===== config.mk =====
export PLATFORM = sky130hd
export DESIGN_NAME = fphub_adder_pipe
export DESIGN_NICKNAME = d
export VERILOG_FILES = /design/src/rtl/fphub_adder_pipe.sv
export SDC_FILE = /design/constraint.sdc
export NUM_CORES = 1
export LEC_CHECK = 0
export CORE_ASPECT_RATIO = 1.1
export CORE_MARGIN = 3
export CORE_UTILIZATION = 55
export DETAILED_ROUTE_END_ITERATION = 16
export PLACE_DENSITY = 0.8
export SETUP_SLACK_MARGIN = 0.1
export SLEW_MARGIN = 5
export SYNTH_ARGS = -nofsm -noshare
export SYNTH_HDL_FRONTEND = slang
export SYNTH_SLANG_ARGS = --single-unit

===== constraint.sdc =====
create_clock -name clk -period 5 [get_ports clk]
set_clock_uncertainty 0.2 [all_clocks]
set_input_delay 1 -clock clk [delete_from_list [all_inputs] [get_ports clk]]
set_output_delay 1 -clock clk [all_outputs]
set_load 0.01 [all_outputs]

===== src/rtl/fphub_adder_pipe.sv =====
// Three-stage pipelined HUB floating-point adder/subtractor with a valid/ready handshake.
// Defining FPHUB_ADD_FLAGS_EN adds a registered flags output {overflow, underflow, zero}.
module fphub_adder_pipe #(
  parameter int M = 24,
  parameter int E = 8
) (
  input  logic           clk,
  input  logic           rst_n,
  input  logic           in_valid,
  output logic           in_ready,
  input  logic           op_sub,
  input  logic [M+E-1:0] X,
  input  logic [M+E-1:0] Y,
  output logic           out_valid,
  input  logic           out_ready,
  output logic [M+E-1:0] Z
`ifdef FPHUB_ADD_FLAGS_EN
  ,
  output logic [2:0]     flags
`endif
);

  localparam int W       = M + 4;
  localparam int SHW     = $clog2(W);
  localparam int EXP_MAX = (1 << E) - 1;

  logic adv;
  assign adv      = !out_valid || out_ready;
  assign in_ready = adv;

  logic           x_sign, y_sign, sub_eff, x_inf, y_inf, x_zero, y_zero, x_ge;
  logic [E-1:0]   x_exp, y_exp, a_exp, b_exp, d;
  logic [M-2:0]   x_frac, y_frac, a_frac, b_frac;
  logic           a_sign;
  logic [SHW-1:0] shift_n;
  logic           special_n;
  logic [M+E-1:0] spec_z_n;

  assign x_sign  = X[M+E-1];
  assign y_sign  = Y[M+E-1] ^ op_sub;
  assign sub_eff = x_sign ^ y_sign;
  assign x_exp   = X[M+E-2:M-1];
  assign y_exp   = Y[M+E-2:M-1];
  assign x_frac  = X[M-2:0];
  assign y_frac  = Y[M-2:0];
  assign x_inf   = &x_exp;
  assign y_inf   = &y_exp;
  assign x_zero  = (x_exp == '0);
  assign y_zero  = (y_exp == '0);
  assign x_ge    = (X[M+E-2:0] >= Y[M+E-2:0]);

  assign a_sign  = x_ge ? x_sign : y_sign;
  assign a_exp   = x_ge ? x_exp  : y_exp;
  assign a_frac  = x_ge ? x_frac : y_frac;
  assign b_exp   = x_ge ? y_exp  : x_exp;
  assign b_frac  = x_ge ? y_frac : x_frac;
  assign d       = a_exp - b_exp;
  assign shift_n = (32'(d) > 32'(M + 3)) ? SHW'(M + 3) : SHW'(d);

  // Infinities and zero operands bypass the arithmetic and ride down the pipe as a finished result
  always_comb begin
    spec_z_n  = '0;
    special_n = 1'b1;
    if (x_inf && y_inf)
      spec_z_n = sub_eff ? {1'b0, {E{1'b1}}, {(M-1){1'b1}}} : {x_sign, {E{1'b1}}, {(M-1){1'b0}}};
    else if (x_inf)
      spec_z_n = {x_sign, {E{1'b1}}, {(M-1){1'b0}}};
    else if (y_inf)
      spec_z_n = {y_sign, {E{1'b1}}, {(M-1){1'b0}}};
    else if (x_zero)
      spec_z_n = {y_sign, Y[M+E-2:0]};
    else if (y_zero)
      spec_z_n = X;
    else
      special_n = 1'b0;
  end

  logic           s1_valid, s1_special, s1_sign, s1_sub;
  logic [M+E-1:0] s1_spec_z;
  logic [E-1:0]   s1_exp;
  logic [M-2:0]   s1_fa, s1_fb;
  logic [SHW-1:0] s1_shift;

  always_ff @(posedge clk or negedge rst_n) begin
    if (!rst_n) begin
      s1_valid   <= 1'b0;
      s1_special <= 1'b0;
      s1_spec_z  <= '0;
      s1_sign    <= 1'b0;
      s1_sub     <= 1'b0;
      s1_exp     <= '0;
      s1_fa      <= '0;
      s1_fb      <= '0;
      s1_shift   <= '0;
    end else if (adv) begin
      s1_valid   <= in_valid;
      s1_special <= special_n;
      s1_spec_z  <= spec_z_n;
      s1_sign    <= a_sign;
      s1_sub     <= sub_eff;
      s1_exp     <= a_exp;
      s1_fa      <= a_frac;
      s1_fb      <= b_frac;
      s1_shift   <= shift_n;
    end
  end

  // Significand is {1, fraction, ILSB} plus three guard bits; shifted-out bits are simply lost
  logic [W-1:0] sig_a, sig_b;
  logic [W:0]   sum_n;
  assign sig_a = {1'b1, s1_fa, 1'b1, 3'b000};
  assign sig_b = {1'b1, s1_fb, 1'b1, 3'b000} >> s1_shift;
  assign sum_n = s1_sub ? ({1'b0, sig_a} - {1'b0, sig_b}) : ({1'b0, sig_a} + {1'b0, sig_b});

  logic           s2_valid, s2_special, s2_sign;
  logic [M+E-1:0] s2_spec_z;
  logic [E-1:0]   s2_exp;
  logic [W:0]     s2_sum;

  always_ff @(posedge clk or negedge rst_n) begin
    if (!rst_n) begin
      s2_valid   <= 1'b0;
      s2_special <= 1'b0;
      s2_spec_z  <= '0;
      s2_sign    <= 1'b0;
      s2_exp     <= '0;
      s2_sum     <= '0;
    end else if (adv) begin
      s2_valid   <= s1_valid;
      s2_special <= s1_special;
      s2_spec_z  <= s1_spec_z;
      s2_sign    <= s1_sign;
      s2_exp     <= s1_exp;
      s2_sum     <= sum_n;
    end
  end

  function automatic logic [SHW-1:0] lzc(input logic [W-1:0] v);
    lzc = '0;
    for (int i = 0; i < W; i++)
      if (v[i]) lzc = SHW'(W - 1 - i);
  endfunction

  logic [SHW-1:0]     lz;
  logic [W-1:0]       norm;
  logic signed [31:0] exp_n;
  logic               is_zero, ovf_n, unf_n;
  logic [M+E-1:0]     z_n;
  logic               unused_norm_bits;

  // Normalise so the leading one sits at bit W-1, then truncate below the stored fraction
  always_comb begin
    lz      = lzc(s2_sum[W-1:0]);
    norm    = s2_sum[W-1:0] << lz;
    exp_n   = $signed(32'(s2_exp)) - $signed(32'(lz));
    if (s2_sum[W]) begin
      norm  = s2_sum[W:1];
      exp_n = $signed(32'(s2_exp)) + 1;
    end
    is_zero = (s2_sum == '0);
    ovf_n   = !s2_special && !is_zero && (exp_n >= EXP_MAX);
    unf_n   = !s2_special && !is_zero && (exp_n <= 0);
    z_n     = {s2_sign, exp_n[E-1:0], norm[W-2 -: M-1]};
    if (s2_special)
      z_n = s2_spec_z;
    else if (is_zero || unf_n)
      z_n = '0;
    else if (ovf_n)
      z_n = {s2_sign, {E{1'b1}}, {(M-1){1'b0}}};
  end

  assign unused_norm_bits = ^{norm[W-1], norm[3:0]};

  always_ff @(posedge clk or negedge rst_n) begin
    if (!rst_n) begin
      out_valid <= 1'b0;
      Z         <= '0;
    end else if (adv) begin
      out_valid <= s2_valid;
      Z         <= z_n;
    end
  end

`ifdef FPHUB_ADD_FLAGS_EN
  always_ff @(posedge clk or negedge rst_n) begin
    if (!rst_n)
      flags <= 3'b000;
    else if (adv)
      flags <= {ovf_n, unf_n, (z_n[M+E-2:M-1] == '0)};
  end
`endif

endmodule


; ---- Yosys cells after proc, flatten, opt, wreduce, memory -nomap -nowiden
; Index checks and enable logic that the tools add are counted.
[word_totals]
wordCells = 95
output_inout_bits = 34
regBits = 200
input_bits = 69
[classes]
n_addsub = 5
order_cmp = 4
shifts = 2
mux = 51
n_reduce_logical = 14
bitwise_logic = 2
[ops]
columns = op, count
row1 = 32-bit two-way mux, 9
row2 = 5-bit two-way mux, 29
row3 = 23-bit two-way mux, 2
row4 = 32-bit by 9-bit greater-or-equal comparator with 1-bit output (second input constant), 1
row5 = 32-bit by 1-bit <= comparator with 1-bit output (second input constant), 1
row6 = 31-bit greater-or-equal comparator, 1
row7 = 31-bit two-way mux, 1
row8 = 28-bit by 28-bit adder with 29-bit output, 1
row9 = 29-bit logical NOT, 1
row10 = 29-bit two-way mux, 1
row11 = 28-bit by 28-bit subtractor with 29-bit output, 1
row12 = 28-bit by 5-bit left shift with 27-bit output, 1
row13 = 28-bit by 5-bit >> shifter with 28-bit output, 1
row14 = 27-bit two-way mux, 1
row15 = 8-bit logical NOT, 2
row16 = 8-bit two-way mux, 2
row17 = 8-bit AND reduction, 2
row18 = 8-bit by 1-bit adder with 9-bit output (second input constant), 1
row19 = 8-bit by 5-bit subtractor with 9-bit output, 1
row20 = 8-bit by 5-bit > comparator with 1-bit output (second input constant), 1
row21 = 8-bit subtractor, 1
row22 = 1-bit two-way mux, 6
row23 = 1-bit logical AND, 4
row24 = 1-bit logical NOT, 3
row25 = 2 further kinds, 4

; ---- Longest topological paths before layout
; Gate-level depths: netlist of the first run.
[logic_depth]
depth_word = 35
mapped_depth = 23
mapped_depth_nobuf = 20

; ---- Least setup slack after synthesis of the first run
; OpenSTA, ideal clock, no wires.
[synth_path]
path_kind = flip-flop to flip-flop
start = register s2_sum[0]
end = register Z[8]
setup_time_ns = 0.128
required_ns = 4.672
arrival_ns = 4.578
period_less_slack_ns = 4.906
path_stages_with_launch = 24
setup_slack_ns = 0.094
path_buffers = 5
path_cell_list = dfrtp_1 clkbuf_1 nor2_1 o31ai_1 a211oi_1 o31ai_1 o311ai_0 a31o_2 clkbuf_1 buf_1 clkbuf_1 ha_1 nor2b_1 o21a_1 o21ai_0 a21boi_0 o41ai_1 xor2_1 o41ai_1 nor2b_1 clkbuf_1 and3_1 a221oi_1 nor3_1
[synth_via]
elab_chain_len = 35
word_cells_on_any_way = 43
cone_classes = 1 x add/sub / 2 x order compare / 1 x shift / 33 x mux / 6 x reduce/logical
[synth_lines]
columns = item, line
row1 = "start, declared", 118  ; logic [W:0] s2_sum;
row2 = "start signal, assigned", 134  ; s2_sum <= sum_n;
row3 = 5-bit two-way mux (28 in a row), 141  ; if (v[i]) lzc = SHW'(W - 1 - i);
row4 = 8-bit by 5-bit subtractor with 9-bit output, 155  ; exp_n = $signed(32'(s2_exp)) - $signed(32'(lz));
row5 = 32-bit two-way mux, 156  ; if (s2_sum[W]) begin
row6 = 32-bit by 9-bit greater-or-equal comparator with 1-bit output or 32-bit by 1-bit <= comparator with 1-bit output (tied branches), "161, 162"
row7 = 1-bit logical AND (on tied branches), "161, 162"
row8 = 31-bit two-way mux or 1-bit logical OR (tied branches), "168, 166"
row9 = 32-bit two-way mux (*), 166  ; else if (is_zero || unf_n)
row10 = 32-bit two-way mux (*), 164  ; if (s2_special)
row11 = "end signal, assigned", 180  ; Z <= z_n;
row12 = "end, declared", 16  ; output logic [M+E-1:0] Z
; Mark *: on every way between the ends. The rest lies on a longest branch, timed or not.
; A chain may end at the register's enable or synchronous reset.

; ---- Worst setup path in the final report of the first run
[layout_path]
start = register s1_shift[0]
end = register s2_sum[23]
[layout_via]
elab_chain_len = 3
word_cells_on_any_way = 4
cone_classes = 2 x add/sub / 1 x shift / 1 x mux
[layout_lines]
columns = item, line
row1 = "start, declared", 82  ; logic [SHW-1:0] s1_shift;
row2 = "start signal, assigned", 104  ; s1_shift <= shift_n;
row3 = 28-bit by 5-bit >> shifter with 28-bit output (*), 112  ; assign sig_b = {1'b1, s1_fb, 1'b1, 3'b000} >> s1_shift;
row4 = 28-bit by 28-bit adder with 29-bit output or 28-bit by 28-bit subtractor with 29-bit output (tied branches), 113  ; assign sum_n = s1_sub ? ({1'b0, sig_a} - {1'b0, sig_b}) : ({1'b0, sig_a} + {1'b0, sig_b});
row5 = 29-bit two-way mux (*), 113
; Marks and branches as above.

==> flow_summary.toml, run 1 <==
[clock_tree]
clk_latency_ns = 0.45
cts_hold_buf = 0
cts_tree = "yes"
htree_levels = 4
clk_pin_slew_ns = 0.08
cts_inserted_buffers = 17
cts_root_buffer = "clkbuf_16"
clock-sinks = 200
cts_buffer_depth = 2

[global_routing]
antenna_found_initial = 1
grt_first_pass_wirelength_microns = 81900
grt_max_degree = 216
grt_pass1_vias = 15203
grt_usage_pct = 32.3
grt_overflow = 0

[sta]
rsz0062_at_grt = "no"
fin_tns_setup_ns = 0
fin_ws_ns = 0.171
finalHoldViolCount = 0
fin_crit_sh_pct = 96.6
clock.fmax_ghz = 0.207
finalSetupViolCount = 0
slew_viol_final = 0
max-slew-margin-rel_pct = 26.2
holdWs_ns = 0.267
worstMarginPinSlew_ns = 1.10
fin_crit_ns = 4.83

[routing]
num_vias = 16073
avgRoutedWirePerCell_microns = 20.5
antenna_left = 0
viasPerCell = 6.31
route.detailed.drc = 0
drt_iter0_markers = 1622
firstDrtPassIters = 6
wirelength_microns = 52200

[synth]
ys.flop_type = "dfrtp_1"
ys_warn_count = 0
synth_area_sq_um = 16300
synth-seq-cells = 200
syn_area_per_cell_sq_um = 7.99
synth_cells = 2034
ys_types = 88
synth_nets = 2193
synth_edf_count = 0
synthArstFlopShare_pct = 100
ys_seq_area_share_pct = 30.8

[die]
num_rows = 65
io_pins = 103
die_height_microns = 186
die-area_sq_um = 31700
core_area_sq_um = 28900
initial_core_util_pct = 56.3
chipWidth_microns = 170

[power]
p_int_mw = 5.34
power_frac_comb_pct = 57.5
p_sw_mw = 4.72
leakage_nw = 8.89
swShare_pct = 46.9
cellPowerDensity_nw_per_um2 = 525
power_mw = 10.1
peakVddDrop_mv = 0.286
p_clk_share_pct = 14.1
p_seq_share_pct = 28.4

[run]
cap_violations = 0

[setup_path]
cp_max_fo = 19
r2r_slack_ns = 0.17
required_ns = 5.10
start_kind = "flop"
end_kind = "flop"
path_class = "reg2reg"
cp.arrival_ns = 4.93

[finish]
final_area_sq_um = 19200
drive_above_1_share_pct = 12.7
final_nets = 2328
n_antenna_cell = 0
area_growth_pct = 17.9

[placement]
place_area_sq_um = 18400
place_ws_ns = -0.0590
dp_hpwl_microns = 39700
numPortBuffers = 102
gp_routability_congestion = 1.00

[worst_hold_path]
holdCritPathClass = "reg2reg"

[run_status]
status = "finished clean"
flip-flops by register name (all words and copies together), names as in the netlist, 8 cells and up:
| register | flops |
|---|---|
| Z | 32 |
| s1_spec_z | 32 |
| s2_spec_z | 32 |
| s2_sum | 29 |
| s1_fa | 23 |
| s1_fb | 23 |
| s1_exp | 8 |
| s2_exp | 8 |
power groups by stage:
stage | registers, mW | clock network, mW | logic [mW]
global route | 2.91 | 1.50 | 6.30
detailed placement | 2.84 | 0 | 5.54
floorplan | 2.66 | 0 | 3.68
global placement | 2.81 | 0 | 5.46
CTS | 2.81 | 1.42 | 5.59
finish | 2.85 | 1.42 | 5.79
timing repair:
item / 4_1_cts / 5_1_grt
cloned: 0 / 1
gates resized for setup: 2 / 36
pin swaps: 0 / 9
setup buffers: 0 / 3
setup endpoints to repair: 3 / 20
layer usage:
metal,share of wire [%],routed length [microns],track usage [%],vias to the layer above
met5,0.025,13,0,-
met4,4.6,2410,13.6,2
met3,6.5,3390,4.24,138
met2,46,24000,51.7,737
met1,43,22300,44.3,7625
li1,-,-,-,7571
cells in the mapped netlist (all sizes together), types with 12 or more instances:
cell type,count,area (sq um)
nand2,297,1110
dfrtp,200,5000
nor2,196,736
a21oi,166,831
o21ai,160,801
mux2i,115,1150
inv,106,398
clkbuf,105,394
ha,87,1090
nor3,36,180
buf,34,180
o21a,33,248
a22oi,30,225
xnor2,28,245
a211oi,26,195
nand3,25,130
a221oi,24,216
a31oi,22,138
nand2b,22,138
mux4,21,492
a21o,20,158
nor2b,20,125
and3,19,119
nand4,19,119
o31ai,18,149
nor4,17,113
o22ai,17,106
and2,14,87.6
o211ai,12,90.1
o21bai,12,90.1
xor2,12,105
cell type report:
class,count,area (sq um)
Timing Repair Buffer,255,2250
Tap cell,368,460
Fill cell,2387,9700
Multi-Input combinational cell,1585,10400
Sequential cell,200,5010
Clock buffer,17,425
Inverter,110,417
Clock inverter,14,175
logic make-up after synthesis:
family / count (synthesis) / synth area share [%]
xor+xnor: 40 / 2.15
simple gates: 698 / 19.1
flops: 200 / 30.8
mux: 146 / 10.8
compound gates: 611 / 24.0
buf+inv: 249 / 6.08
fa+ha+maj: 90 / 7.06
path summary, 6_finish.rpt:
| path | startpoint | to | depth (start not counted) |
|---|---|---|---|
| setup / recovery | s1_shift[0] | s2_sum[23] | 19 |
| min in group asynchronous | rst_n | s2_valid | 1 |
| max in group asynchronous | rst_n | s2_sum[8] | 2 |
| setup reg to reg | s1_shift[0] | s2_sum[23] | 19 |
| hold reg to reg | s2_spec_z[19] | s2_spec_z[19] | 2 |
| hold / removal | s2_spec_z[19] | s2_spec_z[19] | 2 |
stage by stage:
stage	util, %	cells
floorplan	-	2034
CTS	65.8	2545
finish	66.4	2549
detailed placement	63.7	2514
global route	66.4	2549
global placement	63.7	2514
layout by cell type, fill, tap and decap left out, types with 7 or more instances in the layout:
master	instances
a211oi_1	24
a21o_1	19
a21oi_1	164
a221oi_1	19
a22oi_1	29
a31oi_1	22
and2_1	14
and3_1	19
buf_4	147
clkbuf_16	18
clkdlybuf4s50_1	101
dfrtp_1	197
ha_1	86
inv_1	101
mux2_2	10
mux2i_1	113
mux4_2	16
nand2_1	297
nand2b_1	21
nand3_1	24
nand4_1	19
nor2_1	192
nor2b_1	19
nor3_1	34
nor4_1	15
o211ai_1	12
o21a_1	33
o21ai_0	151
o21ai_1	8
o21bai_1	12
o22ai_1	16
o31ai_1	15
or2_2	7
xnor2_1	28
xor2_1	11
critical path: stages (launching register included):
cell	delay, ns
dfrtp_2	0.44
buf_12	0.19
buf_4	0.17
mux4_2	0.37
and2_1	0.19
a211oi_1	0.25
o32a_1	0.23
ha_1	0.28
buf_4	0.17
a21o_1	0.17
a21oi_1	0.21
nor2_1	0.08
a211o_1	0.28
a31oi_1	0.20
o41ai_2	0.14
and3_1	0.23
a21o_1	0.22
a211oi_1	0.28
xnor2_1	0.26
a21oi_1	0.12
Power figures use the tool's default switching activity.
==> run 2: changes to the inputs <==
--- a/config.mk
+++ b/config.mk
@@ -9,6 +9,7 @@
 export CORE_MARGIN = 3
 export CORE_UTILIZATION = 55
 export DETAILED_ROUTE_END_ITERATION = 16
+export GPL_ROUTABILITY_DRIVEN = 0
 export PLACE_DENSITY = 0.8
 export SETUP_SLACK_MARGIN = 0.1
 export SLEW_MARGIN = 5
==> flow_summary.toml, run 2 (same netlist as run 1, synthesis figures left out) <==
[die]
die-area_sq_um = 31700
io_pins = 103
initial_core_util_pct = 56.3
die_height_microns = 186
num_rows = 65
chipWidth_microns = 170
core_area_sq_um = 28900

[sta]
fin_crit_ns = 4.94
rsz0062_at_grt = "yes"
fin_ws_ns = 0.0560
slew_viol_final = 0
finalHoldViolCount = 0
holdWs_ns = 0.263
worstMarginPinSlew_ns = 0.897
max-slew-margin-rel_pct = 40.2
finalSetupViolCount = 0
fin_crit_sh_pct = 98.9
clock.fmax_ghz = 0.202

[placement]
dpl.cell_count = 2491
numPortBuffers = 102
dp_hpwl_microns = 38500
place_ws_ns = -0.178

[run]
cap_violations = 0

[clock_tree]
cts_root_buffer = "clkbuf_16"
clk_latency_ns = 0.45
clk_pin_slew_ns = 0.08
htree_levels = 4
cts_inserted_buffers = 17
clock-sinks = 200
cts_buffer_depth = 2
cts_tree = "yes"

[finish]
final_core_util_pct = 66.2
layout_commonest_cell = "nand2_1"
largestRegisters = "Z: 32 flops, s1_spec_z: 32 flops, s2_spec_z: 32 flops"
final_cell_mix = "nand2_1, dfrtp_1, nor2_1"
drive_above_1_share_pct = 12.4
final_cells = 2533
n_antenna_cell = 0
area_growth_pct = 17.6
final_nets = 2311

[global_routing]
grt_first_pass_wirelength_microns = 81700
antenna_found_initial = 3
grt_max_degree = 216
grt_overflow = 0
grt_usage_pct = 31.7
grt_pass1_vias = 15445

[power]
cellPowerDensity_nw_per_um2 = 524
power_mw = 10.0
peakVddDrop_mv = 0.271
leakage_nw = 8.82

[setup_path]
start_kind = "flop"
rr_worst_depth = 17
end_kind = "flop"
r2r_slack_ns = 0.06
cp_max_fo = 7
crit_end = "Z[16]"
cpMostUsedCell = "inv_1"
worst-path-stages = 17
cp.arrival_ns = 5.06
critical_path.cell_chain = "or4_1, o221a_2, o21ai_4, inv_1, ha_1, fa_1, nor2b_1, o21ai_1, a21boi_2, o31ai_1, xnor2_1, inv_1, o41ai_2, nand4b_1, nor2_2, a221oi_1, o31ai_2"
worstSetupStartpoint = "s2_sum[6]"
crit_slowest_cell = "or4_1"
cpPeakStageDelay_ns = 0.55
required_ns = 5.11
worst_path_dominant_cell_family = "compound AO/OA/AOI/OAI gates"
path_buf_inv = 2
r2r-end = "Z[16]"
rr_startpoint = "s2_sum[6]"
path_class = "reg2reg"

[run_status]
status = "finished clean"

[routing]
firstDrtPassIters = 6
wirelength_microns = 52100
viasPerCell = 6.53
num_vias = 16529
drt_iter0_markers = 2628
avgRoutedWirePerCell_microns = 20.6
route.detailed.drc = 0
antenna_left = 0

[worst_hold_path]
holdCritPathClass = "reg2reg"
-- run 2: power by group --
part	internal [mW]	switching, mW	leakage [nW]
registers	2.20	0.706	2.46
logic	2.44	3.27	6.07
clock network	0.678	0.722	0.290
-- run 2: stage by stage --
stage                     area [sq um]  setup TNS (ns)
final                            19100               0
after global routing             19100          -0.139
after CTS                        18800               0
after detailed placement         18200          -0.771
after global placement           18200               0
after floorplan                  16300               0
-- run 2: worst register-to-register path, delay by kind of cell (launching register included) --
kind	cells	cell delay, ns
adder cells (fa/ha/maj)	2	0.61
AO/OA/AOI/OAI	8	1.92
AND/OR/NAND/NOR	4	1.15
flip-flops	1	0.50
buffers and inverters	2	0.20
XOR/XNOR	1	0.26
-- run 2: per-layer routing --
layer	global-route usage, %	part of all wire (%)
met1	43.8	41
met2	49.5	45
met3	5.04	9.0
met4	13.8	5.4
met5	0	0.058
-- run 2: worst min-delay path by stage --
stage	from	endpoint	slack, ns	cells past startpoint
final	s2_spec_z[19]	s2_spec_z[19]	0.26	2
after global routing	s2_spec_z[12]	s2_spec_z[12]	0.29	2
after CTS	s2_spec_z[16]	s2_spec_z[16]	0.27	2
after detailed placement	s2_valid	s2_valid	0.25	2
after global placement	s2_valid	s2_valid	0.24	2
after floorplan	s2_valid	s2_valid	0.23	2
-- run 2: final cells by class --
type                    instances  area [sq um]
clock buffers                  18           429
multi-input cells            1585         10500
repair buffers                238          2130
well taps                     368           460
clock inverters                14           169
fillers                      2261          9750
inverters                     110           417
flip-flops and latches        200          5010
-- run 2: repair_timing --
| action | in CTS | in global routing |
|---|---|---|
| gates resized for setup | 2 | 53 |
| setup endpoints to repair | 7 | 35 |
| setup buffers | 0 | 9 |
| gates cloned | 0 | 1 |
| pin swaps | 0 | 14 |
| hold buffers | 0 | 0 |
==> run 3: changes to the inputs <==
==> constraint.sdc (replaced) <==
create_clock -name clk -period 5 [get_ports clk]
set_clock_uncertainty 0.2 [all_clocks]
set_input_delay 1 -clock clk [delete_from_list [all_inputs] [get_ports clk]]
set_output_delay 1 -clock clk [all_outputs]
set_load 0.1 [all_outputs]
==> flow_summary.toml, run 3 (same netlist as run 1, synthesis figures left out) <==
[run_status]
status = "finished clean"

[setup_path]
start_kind = "flop"
cpPeakStageDelay_ns = 0.41
crit_slowest_cell = "dfrtp_1"
r2r_slack_ns = 0.19
cp_max_fo = 33
r2r-end = "s2_sum[25]"
rr_startpoint = "s1_shift[0]"
worst_path_dominant_cell_family = "compound AO/OA/AOI/OAI gates"
path_buf_inv = 6
path_class = "reg2reg"
cp.arrival_ns = 4.92
critical_path.cell_chain = "buf_12, buf_4, mux2i_4, a21oi_1, mux2i_1, and2_1, o32a_1, inv_1, ha_1, inv_1, a221oi_2, nor4_1, buf_4, o211ai_1, o21ai_2, a21oi_2, buf_4, a21oi_1, o221ai_1, xor2_1, a21oi_1"
required_ns = 5.10
end_kind = "flop"
rr_worst_depth = 21

[routing]
viasPerCell = 6.49
drt_iter0_markers = 2407
avgRoutedWirePerCell_microns = 20.5
num_vias = 16342
antenna_left = 0
firstDrtPassIters = 6
route.detailed.drc = 0
wirelength_microns = 51600

[clock_tree]
htree_levels = 4
cts_tree = "yes"
cts_inserted_buffers = 17
cts_buffer_depth = 2
clk_latency_ns = 0.45
clock-sinks = 200
clk_pin_slew_ns = 0.08
cts_root_buffer = "clkbuf_16"
cts_hold_buf = 0

[worst_hold_path]
min-delay-start = "s2_spec_z[14]"
whs_path_depth = 2
holdCritPathClass = "reg2reg"
hold-path-endpoint = "s2_spec_z[14]"

[finish]
n_antenna_cell = 0
largestRegisters = "Z: 32 flops, s1_spec_z: 32 flops, s2_spec_z: 32 flops"
final_area_sq_um = 18900
area_growth_pct = 16.4
layout_commonest_cell = "nand2_1"
final_nets = 2296
final_cell_mix = "nand2_1, dfrtp_1, nor2_1"
drive_above_1_share_pct = 11.3

[sta]
max-slew-margin-rel_pct = 32.9
slew_viol_final = 0
fin_ws_ns = 0.187
clock.fmax_ghz = 0.208
finalSetupViolCount = 0
worstMarginPinSlew_ns = 1.00
fin_crit_sh_pct = 96.3
finalHoldViolCount = 0
rsz0062_at_grt = "yes"
fin_crit_ns = 4.81

[global_routing]
grt_pass1_vias = 15196
grt_max_degree = 216
grt_overflow = 0
grt_usage_pct = 31.7
antenna_found_initial = 0
grt_first_pass_wirelength_microns = 81600

[die]
core_area_sq_um = 28900
die_height_microns = 186
num_rows = 65
io_pins = 103
chipWidth_microns = 170
initial_core_util_pct = 56.3
die-area_sq_um = 31700

[power]
leakage_nw = 8.73
cellPowerDensity_nw_per_um2 = 572
peakVddDrop_mv = 0.381

[run]
cap_violations = 0

[placement]
place_ws_ns = -0.104
place_area_sq_um = 18100
numPortBuffers = 102
dp_hpwl_microns = 38300
run 3: cell type report:
cell class	count	area, sq um
Clock buffer	18	429
Clock inverter	14	168
Fill cell	2284	9940
Inverter	110	417
Multi-Input combinational cell	1585	10500
Sequential cell	200	5010
Tap cell	368	460
Timing Repair Buffer	223	2000
run 3: worst max-delay path by stage:
stage / cells after the start / endpoint / from
detailed placement: 18 / s1_shift[1] / Y[6]
CTS: 18 / s2_sum[27] / s1_shift[1]
global route: 17 / Z[16] / s2_sum[6]
finish: 21 / s2_sum[25] / s1_shift[0]
global placement: 17 / s1_shift[1] / Y[18]
floorplan: 23 / Z[8] / s2_sum[0]
run 3: worst register-to-register path, delay by kind of cell, from the launching register on:
family | cells | cell delay [ns]
AOI/OAI and AO/OA | 9 | 2.06
buffers and inverters | 6 | 0.86
DFF | 1 | 0.41
muxes | 2 | 0.35
adders and majority gates | 1 | 0.27
xor gates and xnor gates | 1 | 0.26
and+or+nand+nor | 2 | 0.25
run 3: routing by layer:
metal	track usage [%]	part of all wire (%)
met1	44.1	41
met2	48.7	45
met3	5.19	8.7
met4	14.6	5.9
met5	0	0
run 3: stage by stage:
stage | total power, mW | util (%) | cells | setup TNS, ns | hold slack (ns)
2_1_floorplan | 7.24 | - | 2034 | 0 | 0.230
3_3_place_gp | 8.92 | 62.8 | 2481 | -0.0393 | 0.242
3_5_place_dp | 9.09 | 62.8 | 2481 | -0.439 | 0.255
4_1_cts | 10.5 | 64.9 | 2513 | 0 | 0.272
5_1_grt | 11.4 | 65.6 | 2518 | 0 | 0.290
6_report | 10.8 | 65.6 | 2518 | 0 | 0.270
run 3: repair_timing:
item                                    CTS  global route
gates resized for setup                   1            39
endpoints found under the setup margin    7            37
pin swaps                                 0             8
buffers inserted                          0             5
run 3: report_power, final:
part	leakage, nW	internal (mW)	total, mW	switching (mW)
logic	5.98	2.37	6.48	4.11
registers	2.46	2.20	2.93	0.734
clock network	0.287	0.680	1.40	0.725
total	8.73	5.25	10.8	5.57
